===== config.mk =====
export PLATFORM = sky130hd
export DESIGN_NAME = toggle_line_deframer
export DESIGN_NICKNAME = d
export VERILOG_FILES = /design/src/rtl/toggle_line_deframer.sv
export SDC_FILE = /design/constraint.sdc
export NUM_CORES = 1
export LEC_CHECK = 0
export BUFFER_PORTS_ARGS = -buffer_cell sky130_fd_sc_hd__buf_2
export CORE_MARGIN = 2
export CORE_UTILIZATION = 46
export CTS_CLUSTER_DIAMETER = 150
export DETAILED_ROUTE_END_ITERATION = 12
export PLACE_DENSITY_LB_ADDON = 0.3
export SLEW_MARGIN = 20
export SYNTH_ARGS = -nofsm -noshare
export SYNTH_HDL_FRONTEND = slang
export SYNTH_SLANG_ARGS = --single-unit

===== constraint.sdc =====
create_clock -name clk -period 3 [get_ports clk]
set_input_delay 0.3 -clock clk [delete_from_list [all_inputs] [get_ports clk]]
set_output_delay 0.3 -clock clk [all_outputs]
set_load 0.1 [all_outputs]

===== src/rtl/toggle_line_deframer.sv =====
// Deframer for a T-flip-flop encoded serial line: recovers t from line transitions, deframes
// DATA_W-bit words and buffers them in a FIFO. Define TLD_PARITY_EN for even parity + par_err.
module toggle_line_deframer #(
  parameter int unsigned DATA_W     = 8,
  parameter int unsigned FIFO_DEPTH = 4,
  parameter bit          Q_INIT     = 1'b0
) (
  input  logic              clk,
  input  logic              rst_n,
  input  logic              q_in,
  input  logic              in_valid,
  output logic [DATA_W-1:0] out_data,
  output logic              out_valid,
  input  logic              out_ready,
  output logic              frame_err,
`ifdef TLD_PARITY_EN
  output logic              par_err,
`endif
  output logic              overflow
);

  localparam int unsigned CntW  = (DATA_W > 1) ? $clog2(DATA_W) : 1;
  localparam int unsigned AddrW = $clog2(FIFO_DEPTH);
  localparam int unsigned PtrW  = AddrW + 1;
  localparam logic [CntW-1:0] LastCnt = CntW'(DATA_W - 1);

`ifdef TLD_PARITY_EN
  typedef enum logic [1:0] {StIdle, StData, StParity, StStop} state_e;
`else
  typedef enum logic [1:0] {StIdle, StData, StStop} state_e;
`endif

  state_e            state_q, state_d;
  logic              q_prev_q;
  logic [CntW-1:0]   bit_cnt_q;
  logic [DATA_W-1:0] shreg_q;
  logic              frame_err_q, frame_err_d;
  logic              overflow_q;
  logic              t_bit, push, par_bad;
`ifdef TLD_PARITY_EN
  logic              par_q;
  logic              par_err_q, par_err_d;
`endif

  logic [DATA_W-1:0] mem_q [FIFO_DEPTH];
  logic [PtrW-1:0]   wr_ptr_q, rd_ptr_q;
  logic              full, empty, pop, do_push;

  assign t_bit = q_in ^ q_prev_q;

`ifdef TLD_PARITY_EN
  // Even parity: data bits plus parity bit must XOR to zero.
  assign par_bad = (^shreg_q) ^ par_q;
`else
  assign par_bad = 1'b0;
`endif

  // State register
  always_ff @(posedge clk or negedge rst_n) begin
    if (!rst_n) begin
      state_q <= StIdle;
    end else begin
      state_q <= state_d;
    end
  end

  // Next-state logic
  always_comb begin
    state_d = state_q;
    if (in_valid) begin
      unique case (state_q)
        StIdle: if (t_bit) state_d = StData;
        StData: begin
          if (bit_cnt_q == LastCnt) begin
`ifdef TLD_PARITY_EN
            state_d = StParity;
`else
            state_d = StStop;
`endif
          end
        end
`ifdef TLD_PARITY_EN
        StParity: state_d = StStop;
`endif
        StStop:  state_d = StIdle;
        default: state_d = StIdle;
      endcase
    end
  end

  // Output logic: a bad stop bit masks any parity verdict
  always_comb begin
    push        = 1'b0;
    frame_err_d = 1'b0;
`ifdef TLD_PARITY_EN
    par_err_d   = 1'b0;
`endif
    if (in_valid && state_q == StStop) begin
      if (t_bit) begin
        frame_err_d = 1'b1;
      end else if (par_bad) begin
`ifdef TLD_PARITY_EN
        par_err_d = 1'b1;
`endif
      end else begin
        push = 1'b1;
      end
    end
  end

  always_ff @(posedge clk or negedge rst_n) begin
    if (!rst_n) begin
      q_prev_q    <= Q_INIT;
      bit_cnt_q   <= '0;
      shreg_q     <= '0;
      frame_err_q <= 1'b0;
`ifdef TLD_PARITY_EN
      par_q       <= 1'b0;
      par_err_q   <= 1'b0;
`endif
    end else begin
      frame_err_q <= frame_err_d;
`ifdef TLD_PARITY_EN
      par_err_q   <= par_err_d;
`endif
      if (in_valid) begin
        q_prev_q <= q_in;
        if (state_q == StIdle) begin
          bit_cnt_q <= '0;
        end else if (state_q == StData) begin
          shreg_q[bit_cnt_q] <= t_bit;
          bit_cnt_q          <= bit_cnt_q + CntW'(1);
        end
`ifdef TLD_PARITY_EN
        if (state_q == StParity) par_q <= t_bit;
`endif
      end
    end
  end

  assign empty   = (wr_ptr_q == rd_ptr_q);
  assign full    = (wr_ptr_q[PtrW-1] != rd_ptr_q[PtrW-1]) &&
                   (wr_ptr_q[PtrW-2:0] == rd_ptr_q[PtrW-2:0]);
  assign pop     = !empty && out_ready;
  assign do_push = push && (!full || pop);

  always_ff @(posedge clk or negedge rst_n) begin
    if (!rst_n) begin
      wr_ptr_q   <= '0;
      rd_ptr_q   <= '0;
      overflow_q <= 1'b0;
      for (int i = 0; i < FIFO_DEPTH; i++) mem_q[i] <= '0;
    end else begin
      if (do_push) begin
        mem_q[wr_ptr_q[PtrW-2:0]] <= shreg_q;
        wr_ptr_q                  <= wr_ptr_q + PtrW'(1);
      end
      if (pop) rd_ptr_q <= rd_ptr_q + PtrW'(1);
      if (push && !do_push) overflow_q <= 1'b1;
    end
  end

  assign out_valid = !empty;
  assign out_data  = mem_q[rd_ptr_q[PtrW-2:0]];
  assign frame_err = frame_err_q;
  assign overflow  = overflow_q;
`ifdef TLD_PARITY_EN
  assign par_err   = par_err_q;
`endif

endmodule


==> results_dict.tcl, run 1 <==
set metrics [dict create \
    cts_tree "yes" \
    detail_route.wl_per_cell_microns 16.5 \
    ctsResizeCount 0 \
    drive_gt1_frac 0.378 \
    irDropWorstVdd_mv 0.392 \
    cts_max_level 2 \
    antenna_found_initial 0 \
    syn_nets 186 \
    num_rows 26 \
    clockRootBuffer "clkbuf_8" \
    finalCriticalPeriod_ns 2.28 \
    r2r-end "mem_q[10]" \
    period_share 0.761 \
    place.gp.congestion 0.743 \
    clk_latency_ns 0.30 \
    setup_viol 0 \
    relSlewSlack 0.492 \
    crit_arrival_ns 2.48 \
    antenna_left 0 \
    antenna_cells 0 \
    vias 1408 \
    cpPeakStageDelay_ns 0.67 \
    rr_worst_depth 4 \
    holdBufCountCts 0 \
    synth-seq-cells 54 \
    layout.nets 204 \
    min_path_type "in -> async" \
    cp_top_family "simple AND/OR/NAND/NOR gates" \
    fin_util 0.530 \
    drt_pass1_iterations 4 \
    critPathLaunchType "register" \
    cts_setup_buffers 0 \
    cts_buffers 5 \
    path_max_fanout 11 \
    critical_path.slowest_cell "nor3b_2" \
    fin_skew_ns 0.00268 \
    vias_per_cell 5.35 \
    overflow 0 \
    cts.path.max_buffers 2 \
    finalHoldViolCount 0 \
    cap_violations 0 \
    fmax_ghz 0.438 \
    fin_tns_setup_ns 0 \
    grt_pass1_vias 1462 \
    p_leak_nw 1.33 \
    syn2layout_area_growth_pct 9.01 \
    syn_inst 174 \
    yosysSeqAreaShare 0.534 \
    grt_pass1_wl_microns 7530 \
    p_per_area_nw_per_um2 715 \
    fp.dieW_microns 78.1 \
    critPathKind "reg -> reg" \
    portBuffers 15 \
    cp_data_required_time_ns 3.19 \
    yosysWarnings 0 \
    drcViolationCount 0 \
    grt_max_degree 55 \
    wirelength_microns 4340 \
    rsz0062_at_grt "false" \
    die_area_sq_um 6110 \
    worst_pin_slew_ns 0.759 \
    mappedNetlistArea_sq_um 2530 \
    clk_pin_slew_worst_paths_ns 0.09 \
    crit_buf_inv 0 \
    status "completed" \
    crit_path_cell_trace "xor2_1 > nor4_4 > nor3b_2 > mux2_2" \
    finalMaxSlewViolations 0 \
    io_pins 16 \
    start_util 0.486 \
    core_area_sq_um 5200 \
    drtIter0Drc 135 \
    grt_use_total 0.160 \
    reg2reg_from "rd_ptr_q[1]" \
    end_kind "register" \
    synth_cell_types 34 \
    power.total_w 0.00197 \
    dpl.hpwl_microns 3100 \
    syn_avg_cell_area_sq_um 14.5 \
    ff2ff_setup_slack_ns 0.72 \
    die_h_microns 78.1 \
    clock_sink_count 54 \
]
[synthesized netlist by cell type]
cell / count / area (sq um)
dfrtp_1: 54 / 1350
mux2_2: 37 / 417
nand2_1: 11 / 41.3
ha_1: 7 / 87.6
nor2_1: 6 / 22.5
o21ai_0: 5 / 25.0
a21oi_1: 4 / 20.0
mux4_1: 4 / 105
mux4_2: 4 / 90.1
xor2_1: 4 / 35.0
clkbuf_1: 3 / 11.3
nor3b_1: 3 / 22.5
nor3b_2: 3 / 37.5
xnor2_1: 3 / 26.3
a31oi_1: 2 / 12.5
buf_6: 2 / 22.5
inv_1: 2 / 7.51
nand2b_1: 2 / 12.5
nand3b_1: 2 / 15.0
o31ai_1: 2 / 15.0
a21bo_2: 1 / 10.0
a21o_1: 1 / 7.51
a31o_2: 1 / 8.76
a41oi_1: 1 / 8.76
and2_1: 1 / 6.26
and3b_1: 1 / 8.76
buf_2: 1 / 5.00
nand4_1: 1 / 6.26
nand4b_1: 1 / 8.76
nor3_1: 1 / 5.00
nor3b_4: 1 / 18.8
nor4_4: 1 / 21.3
o311ai_0: 1 / 8.76
xnor2_4: 1 / 27.5
[how the worst max path moves through the flow]
stage / startpoint / endpoint / slack (ns) / cells after the start
floorplan: rd_ptr_q[0] / out_valid / 1.15 / 4
global placement: q_prev_q / mem_q[14] / 0.80 / 4
detailed placement: rd_ptr_q[1] / mem_q[10] / 0.70 / 4
CTS: rd_ptr_q[1] / mem_q[10] / 0.69 / 4
global route: rd_ptr_q[1] / mem_q[10] / 0.57 / 4
finish: rd_ptr_q[1] / mem_q[10] / 0.72 / 4
[layout by cell type, fill, tap and decap left out, types with 2 or more instances in the layout]
master	Yosys	layout
buf_2	1	14
buf_4	0	3
a21oi_1	4	4
o31ai_1	2	2
xnor2_1	3	3
xor2_1	4	4
inv_1	2	2
nor3b_1	3	3
nand2b_1	2	2
mux4_1	4	4
a31oi_1	2	2
ha_1	7	7
dfrtp_1	54	54
nor3b_2	3	3
mux4_2	4	4
nand2_1	11	11
mux2_2	37	37
nor2_1	6	6
clkbuf_8	0	5
nand3b_1	2	2
o21ai_0	5	5
[cell type report]
| class | count | area, sq um |
|---|---|---|
| clock buffers | 6 | 72.6 |
| clock inverters | 2 | 13.8 |
| fillers | 449 | 2450 |
| repair buffers | 17 | 92.6 |
| well taps | 70 | 87.6 |
| flip-flops and latches | 54 | 1350 |
| multi-input cells | 112 | 1130 |
| inverters | 2 | 7.51 |
[cell families (layout without fill, tap and decap cells)]
kind of cell               Yosys count  in the layout  synth area share
AOI/OAI and AO/OA                   18             18            0.0460
xor gates and xnor gates             8              8            0.0351
adders and majority gates            7              7            0.0346
buffers and inverters                8             27            0.0183
DFF                                 54             54             0.534
muxes                               45             45             0.242
and+or+nand+nor                     34             34            0.0896
[power by group]
| part | internal (W) | switching (W) |
|---|---|---|
| clock network | 0.000165 | 0.000229 |
| registers | 0.000848 | 0.000177 |
| logic | 0.000234 | 0.000317 |
[layer usage]
metal | GRT usage | vias up | wire [microns]
li1 | - | 679 | -
met1 | 0.220 | 709 | 2040
met2 | 0.260 | 18 | 2170
met3 | 0.0414 | 2 | 121
met4 | 0.0316 | 0 | 11
met5 | 0 | - | 0
[stage by stage]
step / cell area (sq um) / instances / hold slack (ns) / setup slack, ns
after detailed placement: 2670 / 255 / 0.381 / 0.704
after global routing: 2760 / 263 / 0.0797 / 0.572
after global placement: 2670 / 255 / 0.465 / 0.802
after CTS: 2760 / 263 / 0.0509 / 0.690
after floorplan: 2530 / 174 / 0.00441 / 1.15
final: 2760 / 263 / 0.0264 / 0.717
[sequential cells by signal (all words and copies together) (netlist names)]
signal and count:
bit_cnt_q 3, frame_err 1, mem_q 32, overflow 1, q_prev_q 1, rd_ptr_q 3, shreg_q 8, state_q 2
wr_ptr_q 3
Note: power is estimated with default switching activity, not from simulation.
==> inputs of run 2 (changes only) <==
- ABC_AREA: default -> 1
- clock period: 3 -> 2.3 ns (I/O delays scaled with it)
==> results_dict.tcl, run 2 <==
set metrics [dict create \
    min_from "q_in" \
    synth_edf_count 0 \
    ctsResizeCount 0 \
    yosys.area.top_type "dfrtp_1" \
    multi_input_comb_area_sq_um 1190 \
    syn2layout_area_growth_pct 9.87 \
    cts_tree "yes" \
    drcViolationCount 0 \
    clk_pin_slew_worst_paths_ns 0.10 \
    grt_pass1_wl_microns 10000 \
    clockRootBuffer "clkbuf_8" \
    yosysMostFrequentCell "nand2_1" \
    cts_setup_buffers 0 \
    antenna_found_initial 0 \
    overflow 0 \
    die_area_sq_um 6470 \
    cts_max_level 2 \
    mappedNetlistArea_sq_um 2690 \
    finalMaxSlewViolations 0 \
    cts_buffers 5 \
    drtIter0Drc 157 \
    fillers 539 \
    p_leak_nw 1.53 \
    relSlewSlack 0.677 \
    die_h_microns 80.4 \
    drive_gt1_frac 0.150 \
    path_max_fanout 18 \
    synthTopCellsByArea "dfrtp_1, nand2_1, nand4_1" \
    fin_tns_setup_ns 0 \
    crit_arrival_ns 1.83 \
    antenna_cells 0 \
    wirelength_microns 5770 \
    holdBufCountCts 1 \
    syn_nets 333 \
    vias 2184 \
    synth-seq-cells 54 \
    critPathLaunchType "register" \
    clock_sink_count 54 \
    pwr-share-clk 0.161 \
    worst_pin_slew_ns 0.488 \
    cap_violations 0 \
    fmax_ghz 0.487 \
    vias_per_cell 5.30 \
    ff2ff_setup_slack_ns 0.43 \
    cp_data_required_time_ns 2.07 \
    critPathKind "reg -> out" \
    dpl.hpwl_microns 4230 \
    syn_inst 321 \
    min_path_cells 3 \
    rsz0062_at_grt "false" \
    p_per_area_nw_per_um2 1180 \
    rr_worst_depth 8 \
    fin_skew_ns 0.00698 \
    antenna_left 0 \
    fp.dieW_microns 80.4 \
    irDropWorstVdd_mv 0.687 \
    seqCellArea_sq_um 1350 \
    syn_avg_cell_area_sq_um 8.37 \
    synth-main-ff-cell "dfrtp_1" \
    synth_commonest_cells "nand2_1, dfrtp_1, nand4_1" \
    yosysSeqAreaShare 0.503 \
    grt_pass1_vias 2057 \
    finalCriticalPeriod_ns 2.06 \
    detail_route.wl_per_cell_microns 14.0 \
    end_kind "output pin" \
    power_switching_w 0.00181 \
    reg2reg_from "rd_ptr_q[0]" \
    core_area_sq_um 5570 \
    sw_frac_of_total 0.517 \
    period_share 0.894 \
    r2r-end "mem_q[20]" \
    clk_latency_ns 0.31 \
    io_pins 16 \
    drt_pass1_iterations 4 \
    largest_reg_flops 32 \
    top_regs "mem_q x32, shreg_q x8" \
    yosysTopAreaCellShare 0.503 \
    yosysWarnings 0 \
    grt_max_degree 22 \
    largest-register "mem_q" \
    grt_use_total 0.201 \
    finalHoldViolCount 0 \
    cts.path.max_buffers 2 \
    start_util 0.482 \
    num_rows 27 \
    place.gp.congestion 0.804 \
    portBuffers 15 \
    most-common-layout-cells "nand2_1, dfrtp_1, nand4_1, nor2_1, o21ai_0" \
    status "completed" \
    timing.hold.ws_ns 0.163 \
    final_common_cell "nand2_1" \
    async_flop_share 1.00 \
    min_path_type "in -> reg" \
    power_frac_seq 0.352 \
    p_int_w 0.00169 \
    power_frac_comb 0.487 \
    setup_viol 0 \
    synth_cell_types 23 \
    worstHoldEndpoint "q_prev_q" \
    layout.nets 351 \
]
## run 2: worst max-delay path, stage by stage, from the launching register on
cell,delay [ns]
dfrtp_1,0.50
inv_4,0.20
nand2_1,0.07
nand2_1,0.12
nor2_4,0.05
nand2_1,0.11
buf_2,0.44
## run 2: worst max-delay path by stage
stage,from,endpoint,slack [ns]
floorplan,rd_ptr_q[0],out_data[0],0.29
global placement,rd_ptr_q[0],mem_q[19],0.56
detailed placement,rd_ptr_q[0],mem_q[20],0.45
CTS,rd_ptr_q[0],out_valid,0.24
global route,rd_ptr_q[0],out_data[2],0.14
finish,rd_ptr_q[0],out_valid,0.24
## run 2: final cells by class
class	count	area share
Sequential cell	54	0.458
Multi-Input combinational cell	235	0.403
Timing Repair Buffer	27	0.0568
Clock buffer	7	0.0292
Inverter	16	0.0212
Clock inverter	1	0.00169
Tap cell	72	0.0305
## run 2: per-layer routing
metal,wire length [microns],global-route usage,vias up
li1,-,-,1111
met1,2810,0.292,1026
met2,2670,0.304,40
met3,221,0.0404,7
met4,70,0.0593,0
met5,0,0,-
## run 2: power groups by stage
| stage | clock network [W] | logic, W | registers, W |
|---|---|---|---|
| finish | 0.000563 | 0.00170 | 0.00123 |
| global route | 0.000614 | 0.00184 | 0.00125 |
| CTS | 0.000565 | 0.00171 | 0.00122 |
| detailed placement | 0 | 0.00170 | 0.00124 |
| global placement | 0 | 0.00168 | 0.00124 |
| floorplan | 0 | 0.00150 | 0.00118 |
## run 2: stage by stage
stage	power (W)	cells	utilization	worst slack (ns)	area, sq um
2_1_floorplan	0.00268	321	-	0.286	2740
3_3_place_gp	0.00291	403	0.512	0.557	2850
3_5_place_dp	0.00295	403	0.512	0.454	2850
4_1_cts	0.00350	412	0.530	0.239	2950
5_1_grt	0.00371	412	0.530	0.140	2950
6_report	0.00349	412	0.530	0.245	2950
## run 2: logic make-up (layout without fill, tap and decap cells)
family,Yosys count,count (layout),synth area share
buf+inv,32,51,0.0731
flops,54,54,0.503
fa+ha+maj,7,7,0.0326
xor+xnor,1,1,0.00326
simple gates,187,187,0.310
compound gates,40,40,0.0782
==> inputs of run 3 (changes only) <==
- RECOVER_POWER: default -> 50
==> results_dict.tcl, run 3 (synthesis gave the netlist of run 2 again) <==
set metrics [dict create \
    antenna_left 0 \
    dpl.hpwl_microns 4230 \
    place_inst 403 \
    finalHoldViolCount 0 \
    grt_max_degree 22 \
    finalCriticalPeriod_ns 2.06 \
    rr_worst_depth 8 \
    placed_area_sq_um 2850 \
    drive_gt1_frac 0.144 \
    worst_pin_slew_ns 1.02 \
    end_kind "output pin" \
    portBuffers 15 \
    grt_use_total 0.201 \
    drtIter0Drc 142 \
    cp_top_family "buffers and inverters" \
    ff2ff_setup_slack_ns 0.43 \
    vias 2185 \
    period_share 0.897 \
    rsz0062_at_grt "false" \
    status "completed" \
    cts.path.max_buffers 2 \
    clockRootBuffer "clkbuf_8" \
    cpPeakStageDelay_ns 0.51 \
    crit_buf_inv 2 \
    critPathLaunchType "register" \
    cts_buffers 5 \
    fin_skew_ns 0.00867 \
    worstHoldEndpoint "q_prev_q" \
    detail_route.wl_per_cell_microns 14.0 \
    min_path_type "in -> reg" \
    largest_reg_flops 32 \
    cp_num_cells 6 \
    clock_sink_count 54 \
    core_area_sq_um 5570 \
    place.gp.congestion 0.804 \
    cts_tree "yes" \
    largest-register "mem_q" \
    min_path_cells 3 \
    antenna_cells 0 \
    clk_pin_slew_worst_paths_ns 0.10 \
    cp_data_required_time_ns 2.07 \
    grt_pass1_vias 2057 \
    fin_cells 412 \
    drcViolationCount 0 \
    die_h_microns 80.4 \
    io_pins 16 \
    reg2reg_from "rd_ptr_q[0]" \
    finalMaxSlewViolations 0 \
    final_common_cell "nand2_1" \
    irDropWorstVdd_mv 0.687 \
    clk_latency_ns 0.31 \
    p_per_area_nw_per_um2 1190 \
    drt_pass1_iterations 4 \
    fmax_ghz 0.485 \
    crit_arrival_ns 1.83 \
    start_util 0.482 \
    die_area_sq_um 6470 \
    cts_max_level 2 \
    setup_viol 0 \
    crit_path_cell_trace "inv_4 > nand2_1 > nand2_1 > nor2_4 > nand2_1 > buf_2" \
    grt_pass1_wl_microns 10000 \
    critical_path.slowest_cell "dfrtp_1" \
    antenna_found_initial 0 \
    fin_tns_setup_ns 0 \
    cp_common_cell "nand2_1" \
    top_regs "mem_q x32, shreg_q x8" \
    min_from "q_in" \
    ctsResizeCount 0 \
    num_rows 27 \
    critPathKind "reg -> out" \
    overflow 0 \
    path_max_fanout 18 \
    wirelength_microns 5780 \
    finalInstanceArea_sq_um 2940 \
    fp.dieW_microns 80.4 \
    most-common-layout-cells "nand2_1, dfrtp_1, nor2_1, nand4_1, o21ai_0" \
    vias_per_cell 5.30 \
    r2r-end "mem_q[20]" \
    layout.nets 351 \
    cap_violations 0 \
    relSlewSlack 0.318 \
    syn2layout_area_growth_pct 9.54 \
    p_leak_nw 1.52 \
]
==> run 3: layer usage <==
metal  up-vias  routed length [microns]  GRT usage
met1      1023                     2850      0.292
li1       1112                        -          -
met3         7                      229     0.0404
met5         -                        0          0
met4         0                       70     0.0593
met2        43                     2630      0.304
==> run 3: worst max-delay path by stage <==
| stage | end | start | slack [ns] |
|---|---|---|---|
| floorplan | out_data[0] | rd_ptr_q[0] | 0.29 |
| global route | out_data[2] | rd_ptr_q[0] | 0.14 |
| CTS | out_valid | rd_ptr_q[0] | 0.24 |
| detailed placement | mem_q[20] | rd_ptr_q[0] | 0.45 |
| global placement | mem_q[19] | rd_ptr_q[0] | 0.56 |
| finish | out_valid | rd_ptr_q[0] | 0.24 |
==> run 3: worst register-to-register path: cells and delay by family, from the launching register on <==
kind	cells	cell delay [ns]
AND/OR/NAND/NOR	7	1.03
buffers and inverters	1	0.21
flip-flops	1	0.51
==> run 3: through the flow <==
stage | total power (W) | utilization | setup slack, ns | hold slack, ns
final | 0.00349 | 0.528 | 0.238 | 0.163
after global placement | 0.00291 | 0.512 | 0.557 | 0.191
after floorplan | 0.00268 | - | 0.286 | -0.0656
after global routing | 0.00370 | 0.528 | 0.140 | 0.182
after CTS | 0.00350 | 0.530 | 0.239 | 0.158
after detailed placement | 0.00295 | 0.512 | 0.454 | 0.191
==> run 3: layout make-up <==
cell class / count / area, sq um
fillers: 543 / 2630
clock inverters: 1 / 5.00
multi-input cells: 235 / 1190
well taps: 72 / 90.1
inverters: 16 / 62.6
repair buffers: 27 / 161
clock buffers: 7 / 86.3
flip-flops and latches: 54 / 1350
==> run 3: timing repair <==
action	CTS	global route
endpoints found under the hold margin	16	0
hold buffers	1	0
setup buffers	0	0
==> run 3: where the power goes <==
group	total [W]	switching, W	internal, W
clock network	0.000563	0.000319	0.000244
registers	0.00123	0.000169	0.00106
logic	0.00170	0.00132	0.000378
total	0.00349	0.00181	0.00168
